==> config.mk <==
export PLATFORM = sky130hd
export DESIGN_NAME = button_event_queue_flat
export DESIGN_NICKNAME = d
export VERILOG_FILES = /design/src/rtl/button_event_queue_pkg.sv /design/src/rtl/button_event_queue_if.sv /design/src/rtl/button_event_queue_fifo.sv /design/src/rtl/button_event_queue.sv /design/src/flat_wrapper.sv
export SDC_FILE = /design/constraint.sdc
export NUM_CORES = 1
export LEC_CHECK = 0
export BUFFER_PORTS_ARGS = -buffer_cell sky130_fd_sc_hd__buf_2
export CORE_MARGIN = 1
export CORE_UTILIZATION = 41
export DETAILED_ROUTE_END_ITERATION = 8
export GPL_TIMING_DRIVEN = 0
export PLACE_DENSITY = 0.82
export SLEW_MARGIN = 10
export SYNTH_ARGS = -nofsm -noshare
export SYNTH_HDL_FRONTEND = slang
export SYNTH_SLANG_ARGS = --single-unit
export TNS_END_PERCENT = 5
==> constraint.sdc <==
create_clock -name HCLK -period 3.38 [get_ports HCLK]
set_input_delay 0.676 -clock HCLK [delete_from_list [all_inputs] [get_ports HCLK]]
set_output_delay 0.676 -clock HCLK [all_outputs]
set_load 0.01 [all_outputs]
==> src/rtl/button_event_queue_pkg.sv <==
// Shared constants and entry type for the button event queue.
// BUTTON_EVENT_TIMESTAMP_EN adds a 16-bit timestamp to every entry.
package button_event_pkg;
  localparam logic [1:0] REG_STATUS = 2'd0;
  localparam logic [1:0] REG_DATA   = 2'd1;
  localparam logic [1:0] REG_CTRL   = 2'd2;
  localparam logic [1:0] REG_TIME   = 2'd3;

  localparam int EVT_DAYNIGHT = 0;
  localparam int EVT_MODE     = 1;
  localparam int EVT_TRIP     = 2;
  localparam int EVT_SETTING  = 3;
  localparam int EVT_W        = 4;

  localparam logic [1:0] HTRANS_IDLE = 2'b00;

`ifdef BUTTON_EVENT_TIMESTAMP_EN
  typedef struct packed {
    logic [15:0]      ts;
    logic [EVT_W-1:0] evts;
  } entry_t;
`else
  typedef struct packed {
    logic [EVT_W-1:0] evts;
  } entry_t;
`endif
endpackage

==> src/rtl/button_event_queue_if.sv <==
// AHB-lite slave port bundle for the button event queue.
interface button_event_queue_if;
  logic [31:0] HADDR;
  logic [31:0] HWDATA;
  logic [31:0] HRDATA;
  logic        HWRITE;
  logic        HREADY;
  logic        HSEL;
  logic        HREADYOUT;
  logic [2:0]  HSIZE;
  logic [1:0]  HTRANS;

  modport master (output HADDR, HWDATA, HWRITE, HREADY, HSEL, HSIZE, HTRANS,
                  input  HRDATA, HREADYOUT);
  modport slave  (input  HADDR, HWDATA, HWRITE, HREADY, HSEL, HSIZE, HTRANS,
                  output HRDATA, HREADYOUT);
endinterface

==> src/rtl/button_event_queue_fifo.sv <==
// Generic synchronous FIFO; a push into a full FIFO is accepted when a pop
// retires the head in the same cycle. Flush wins over push and pop.
module event_fifo #(
  parameter int  DEPTH = 4,
  parameter type T     = logic [3:0]
) (
  input  logic                     HCLK,
  input  logic                     HRESETn,
  input  logic                     push,
  input  T                         din,
  input  logic                     pop,
  input  logic                     flush,
  output T                         dout,
  output logic                     full,
  output logic                     empty,
  output logic [$clog2(DEPTH):0]   count
);
  localparam int AW = $clog2(DEPTH);
  localparam int CW = AW + 1;

  T               mem [DEPTH];
  logic [AW-1:0]  wptr, rptr;
  logic [CW-1:0]  cnt;
  logic           do_push, do_pop;

  assign empty   = (cnt == '0);
  assign full    = (cnt == CW'(DEPTH));
  assign do_pop  = pop && !empty;
  assign do_push = push && (!full || do_pop);
  assign dout    = mem[rptr];
  assign count   = cnt;

  always_ff @(posedge HCLK or negedge HRESETn) begin
    if (!HRESETn) begin
      wptr <= '0;
      rptr <= '0;
      cnt  <= '0;
    end else if (flush) begin
      wptr <= '0;
      rptr <= '0;
      cnt  <= '0;
    end else begin
      if (do_push) wptr <= wptr + 1'b1;
      if (do_pop)  rptr <= rptr + 1'b1;
      cnt <= cnt + CW'(do_push) - CW'(do_pop);
    end
  end

  always_ff @(posedge HCLK)
    if (do_push && !flush) mem[wptr] <= din;
endmodule

==> src/rtl/button_event_queue.sv <==
// AHB-lite event queue for button-manager press events with pop-on-read DATA.
// Define BUTTON_EVENT_TIMESTAMP_EN to timestamp entries with a prescaled tick.
module button_event_queue
  import button_event_pkg::*;
#(
  parameter int DEPTH    = 4,
  parameter int TICK_DIV = 33
) (
  input  logic                 HCLK,
  input  logic                 HRESETn,
  button_event_queue_if.slave  bus,
  input  logic                 Evt_DayNight,
  input  logic                 Evt_Mode,
  input  logic                 Evt_Trip,
  input  logic                 Evt_Setting,
  output logic                 IRQ
);
  localparam int CW = $clog2(DEPTH) + 1;

  logic             acc_vld, acc_wr;
  logic [1:0]       acc_addr;
  logic             rd_phase, ctrl_wr, flush, irq_en, overflow;
  logic [EVT_W-1:0] evts;
  logic             push, pop, full, empty;
  logic [CW-1:0]    count;
  entry_t           din, head;
  logic [31:0]      rdata;
  logic             unused_bus;

  assign unused_bus = ^{bus.HSIZE, bus.HADDR[31:4], bus.HADDR[1:0], bus.HWDATA[31:2]};

  always_ff @(posedge HCLK or negedge HRESETn) begin
    if (!HRESETn) begin
      acc_vld  <= 1'b0;
      acc_wr   <= 1'b0;
      acc_addr <= REG_STATUS;
    end else begin
      acc_vld  <= bus.HSEL && bus.HREADY && (bus.HTRANS != HTRANS_IDLE);
      acc_wr   <= bus.HWRITE;
      acc_addr <= bus.HADDR[3:2];
    end
  end

  assign rd_phase = acc_vld && !acc_wr;
  assign ctrl_wr  = acc_vld && acc_wr && (acc_addr == REG_CTRL);
  assign flush    = ctrl_wr && bus.HWDATA[1];

  assign evts[EVT_DAYNIGHT] = Evt_DayNight;
  assign evts[EVT_MODE]     = Evt_Mode;
  assign evts[EVT_TRIP]     = Evt_Trip;
  assign evts[EVT_SETTING]  = Evt_Setting;

  assign push = (|evts) && !flush;
  assign pop  = rd_phase && (acc_addr == REG_DATA) && !empty;

`ifdef BUTTON_EVENT_TIMESTAMP_EN
  localparam int PW = (TICK_DIV > 1) ? $clog2(TICK_DIV) : 1;
  logic [PW-1:0] presc;
  logic [15:0]   ts;

  always_ff @(posedge HCLK or negedge HRESETn) begin
    if (!HRESETn) begin
      presc <= '0;
      ts    <= '0;
    end else if (presc == PW'(TICK_DIV - 1)) begin
      presc <= '0;
      ts    <= ts + 16'd1;
    end else begin
      presc <= presc + 1'b1;
    end
  end
`endif

  always_comb begin
    din      = '0;
    din.evts = evts;
`ifdef BUTTON_EVENT_TIMESTAMP_EN
    din.ts   = ts;
`endif
  end

  event_fifo #(.DEPTH(DEPTH), .T(entry_t)) u_fifo (
    .HCLK    (HCLK),
    .HRESETn (HRESETn),
    .push    (push),
    .din     (din),
    .pop     (pop),
    .flush   (flush),
    .dout    (head),
    .full    (full),
    .empty   (empty),
    .count   (count)
  );

  // A push lost to a full queue is only an overflow if no pop frees a slot.
  always_ff @(posedge HCLK or negedge HRESETn) begin
    if (!HRESETn) begin
      irq_en   <= 1'b0;
      overflow <= 1'b0;
    end else begin
      if (ctrl_wr) irq_en <= bus.HWDATA[0];
      if (flush)                          overflow <= 1'b0;
      else if (push && full && !pop)      overflow <= 1'b1;
    end
  end

  always_comb begin
    rdata = '0;
    if (rd_phase) begin
      case (acc_addr)
        REG_STATUS: begin
          rdata[4:0] = 5'(count);
          rdata[8]   = overflow;
          rdata[9]   = empty;
        end
        REG_DATA: begin
          if (!empty) begin
            rdata[3:0]   = head.evts;
`ifdef BUTTON_EVENT_TIMESTAMP_EN
            rdata[31:16] = head.ts;
`endif
          end
        end
        REG_CTRL: rdata[0] = irq_en;
        default: begin
`ifdef BUTTON_EVENT_TIMESTAMP_EN
          rdata[15:0] = ts;
`endif
        end
      endcase
    end
  end

  assign bus.HRDATA    = rdata;
  assign bus.HREADYOUT = 1'b1;
  assign IRQ           = irq_en && !empty;
endmodule
==> src/flat_wrapper.sv <==
// flat-port wrapper written by rule: the top's interface ports become plain ports
module button_event_queue_flat import button_event_pkg::*;
#(
  parameter int DEPTH    = 4,
  parameter int TICK_DIV = 33
)
  (HCLK, HRESETn, Evt_DayNight, Evt_Mode, Evt_Trip, Evt_Setting, IRQ, bus_HADDR, bus_HWDATA, bus_HWRITE, bus_HREADY, bus_HSEL, bus_HSIZE, bus_HTRANS, bus_HRDATA, bus_HREADYOUT);
  button_event_queue_if bus_i ();
  input  logic HCLK;
  input  logic HRESETn;
  input  logic Evt_DayNight;
  input  logic Evt_Mode;
  input  logic Evt_Trip;
  input  logic Evt_Setting;
  output logic IRQ;
  input wire logic [$bits(bus_i.HADDR)-1:0] bus_HADDR;
  input wire logic [$bits(bus_i.HWDATA)-1:0] bus_HWDATA;
  input wire logic [$bits(bus_i.HWRITE)-1:0] bus_HWRITE;
  input wire logic [$bits(bus_i.HREADY)-1:0] bus_HREADY;
  input wire logic [$bits(bus_i.HSEL)-1:0] bus_HSEL;
  input wire logic [$bits(bus_i.HSIZE)-1:0] bus_HSIZE;
  input wire logic [$bits(bus_i.HTRANS)-1:0] bus_HTRANS;
  output wire logic [$bits(bus_i.HRDATA)-1:0] bus_HRDATA;
  output wire logic [$bits(bus_i.HREADYOUT)-1:0] bus_HREADYOUT;
  assign bus_i.HADDR = bus_HADDR;
  assign bus_i.HWDATA = bus_HWDATA;
  assign bus_i.HWRITE = bus_HWRITE;
  assign bus_i.HREADY = bus_HREADY;
  assign bus_i.HSEL = bus_HSEL;
  assign bus_i.HSIZE = bus_HSIZE;
  assign bus_i.HTRANS = bus_HTRANS;
  assign bus_HRDATA = bus_i.HRDATA;
  assign bus_HREADYOUT = bus_i.HREADYOUT;
  button_event_queue #(.DEPTH(DEPTH), .TICK_DIV(TICK_DIV)) u_core (.HCLK(HCLK), .HRESETn(HRESETn), .bus(bus_i), .Evt_DayNight(Evt_DayNight), .Evt_Mode(Evt_Mode), .Evt_Trip(Evt_Trip), .Evt_Setting(Evt_Setting), .IRQ(IRQ));
endmodule
==> flow_summary.json <==
{
  "outcome": "complete, no violations",
  "setup_viol_count_final": 0,
  "hp-class": "input port to async pin",
  "synthCells": 122,
  "overflow": 0,
  "syn_area_sq_um": 1590,
  "fp.coreArea_sq_um": 3690,
  "clock_sinks": 29,
  "n_antenna_cell": 0,
  "grt_pass1_vias": 900,
  "final_nets": 260,
  "vias_per_cell": 4.34,
  "rsz0062_at_grt": "false",
  "crit_path_max_fanout": 7,
  "tightest_slew_ps": 722,
  "rr_worst_depth": 11,
  "synth-seq-cells": 29,
  "die_h_microns": 64.3,
  "clock_tree.root_cell": "clkbuf_8",
  "timing.setup.tns_ps": 0,
  "avgSynthCellArea_sq_um": 13.1,
  "clockBufferDepth": 2,
  "critPathLaunch": "Evt_Mode",
  "globalplace.congestion": 0.769,
  "fmax_ghz": 0.382,
  "dr.pass1.iters": 4,
  "critPathKind": "input port to flip-flop",
  "clkSlewWorstSetupHoldPaths_ps": 60,
  "grt_pass1_wl_microns": 4070,
  "finalCritPeriodShare": 0.775,
  "routed_wl_microns": 2570,
  "cts_resized": 0,
  "synth_seq_area_share": 0.506,
  "drcViolationCount": 0,
  "cp.required_ps": 3570,
  "htree_num_levels": 2,
  "layout-drive-gt1-share": 0.364,
  "cp-endpoint": "u_core.u_fifo.count[2]",
  "placementRows": 22,
  "p_leak_nw": 0.946,
  "ant_nets": 0,
  "hold_violations": 0,
  "antenna_found_initial": 0,
  "areaGrowthSynthToFinish_pct": 22.0,
  "synth.distinct_cells": 35,
  "r2r_end": "u_core.u_fifo.count[2]",
  "cts_setup_buffers": 0,
  "crit_arrival_ps": 2810,
  "max_cap_viol_count": 0,
  "cts_made_buffers": 5,
  "vias": 973,
  "cts_tree": "built",
  "power_w": 0.00126,
  "place_hpwl_microns": 2020,
  "cts.hold.buffers_added": 0,
  "startpoint_type": "input port",
  "grt_max_degree": 14,
  "fillers": 340,
  "r2r-start": "u_core.acc_addr[0]",
  "drv_slew": 0,
  "ir_worst_vdd_mv": 0.405,
  "fin_crit_ps": 2620,
  "end_kind": "flip-flop",
  "max_slew_margin": 0.512,
  "hold_slack_ps": 279,
  "ioPinCount": 112,
  "yosys_warnings": 0,
  "grt_util_all_layers": 0.140,
  "reg2reg_slack_ps": 850,
  "port_buffers": 21,
  "insertion_delay_ps": 280,
  "p_per_area_nw_per_um2": 648,
  "drt_iter0_drc": 15,
  "wl_per_cell_microns": 11.5,
  "fp.dieW_microns": 64.3,
  "start_util": 0.432,
  "clock-skew-final_ps": 4.57,
  "die_area_sq_um": 4140
}
[synthesized netlist by cell type]
library cell | count | area (sq um)
a21o_1 | 1 | 7.51
a21oi_1 | 1 | 5.00
a22o_1 | 2 | 17.5
a31oi_4 | 1 | 21.3
a41oi_1 | 1 | 8.76
and2_1 | 5 | 31.3
and3_1 | 4 | 25.0
buf_4 | 27 | 203
buf_6 | 1 | 11.3
conb_1 | 2 | 7.51
dfrtp_1 | 13 | 325
edfxtp_1 | 16 | 480
fa_1 | 1 | 20.0
ha_1 | 6 | 75.1
inv_1 | 5 | 18.8
mux2_2 | 1 | 11.3
mux2i_1 | 4 | 40.0
mux4_1 | 1 | 26.3
mux4_2 | 3 | 67.6
nand2_1 | 1 | 3.75
nand4b_2 | 1 | 15.0
nand4bb_4 | 1 | 27.5
nor2_1 | 6 | 22.5
nor2b_1 | 1 | 6.26
nor3_1 | 1 | 5.00
nor3_2 | 1 | 10.0
nor3b_1 | 1 | 7.51
nor4_1 | 1 | 6.26
nor4b_1 | 2 | 17.5
o211a_1 | 1 | 10.0
o21ai_0 | 6 | 30.0
or2_1 | 1 | 6.26
or3_1 | 1 | 6.26
or4_1 | 1 | 7.51
xor2_1 | 1 | 8.76
[metal layers]
layer	share of wire	GRT usage
met2	0.48	0.220
met4	0.020	0.0750
met3	0.054	0.0571
met1	0.44	0.164
met5	0	0
[final cells by class]
class | count | area [sq um] | share of cell area
sequential | 29 | 806 | 0.415
multi-input combinational | 85 | 648 | 0.334
buffer | 28 | 214 | 0.110
timing repair buffer | 21 | 105 | 0.0541
clock buffer | 6 | 82.6 | 0.0425
tap | 48 | 60.1 | 0.0309
inverter | 5 | 18.8 | 0.00966
clock inverter | 2 | 8.76 | 0.00451
[cells in the final DEF (no fill, tap or decap), drive strengths merged, types with 4 or more instances in the layout]
cell type and n:
and2 5, and3 4, buf 49, clkbuf 6
conb 27, dfrtp 13, edfxtp 16, ha 6
inv 5, mux2i 4, mux4 4, nor2 6
o21ai 6
[sequential cells by signal, summed over array words and instances, names as in the netlist]
name and cells:
u_core.acc_wr 1, u_core.irq_en 1, u_core.u_fifo.count 3, u_core.overflow 1
u_core.u_fifo.rptr 2, u_core.u_fifo.wptr 2, u_core.acc_vld 1, u_core.u_fifo.mem 16
u_core.acc_addr 2
[metrics by stage]
stage	cell area, sq um	utilization	setup WS (ps)	cells
finish	1940	0.527	762	224
global route	1940	0.527	620	224
CTS	1940	0.527	769	224
detailed placement	1850	0.502	466	216
global placement	1850	0.502	516	216
floorplan	1690	-	817	147
[how the worst min path moves through the flow]
| stage | from | endpoint | slack, ps | cells after the start |
|---|---|---|---|---|
| after floorplan | HRESETn | u_core.acc_addr[0] | 380 | 0 |
| after global placement | u_core.overflow | u_core.overflow | 510 | 2 |
| after detailed placement | u_core.overflow | u_core.overflow | 500 | 2 |
| after CTS | HRESETn | u_core.irq_en | 280 | 1 |
| after global routing | HRESETn | u_core.irq_en | 290 | 1 |
| final | HRESETn | u_core.u_fifo.count[2] | 280 | 1 |
[critical path, stage by stage]
cell,delay [ps]
buf_2,130
nor4_1,530
a31oi_4,110
nand2_1,100
ha_1,220
inv_1,50
ha_1,120
inv_1,50
fa_1,370
xor2_1,160
and2_1,160
nor3_1,120
[kinds of logic after synthesis]
group,synth area share
buf+inv,0.146
flops,0.506
simple gates,0.124
compound gates,0.0628
mux,0.0911
fa+ha+maj,0.0597
other cells,0.00472
xor+xnor,0.00550
[where the power goes]
part           internal [W]  switching [W]
Clock              0.000161       0.000118
Sequential         0.000504      0.0000807
Combinational      0.000197       0.000198
Note: power is estimated with default switching activity, not from simulation.
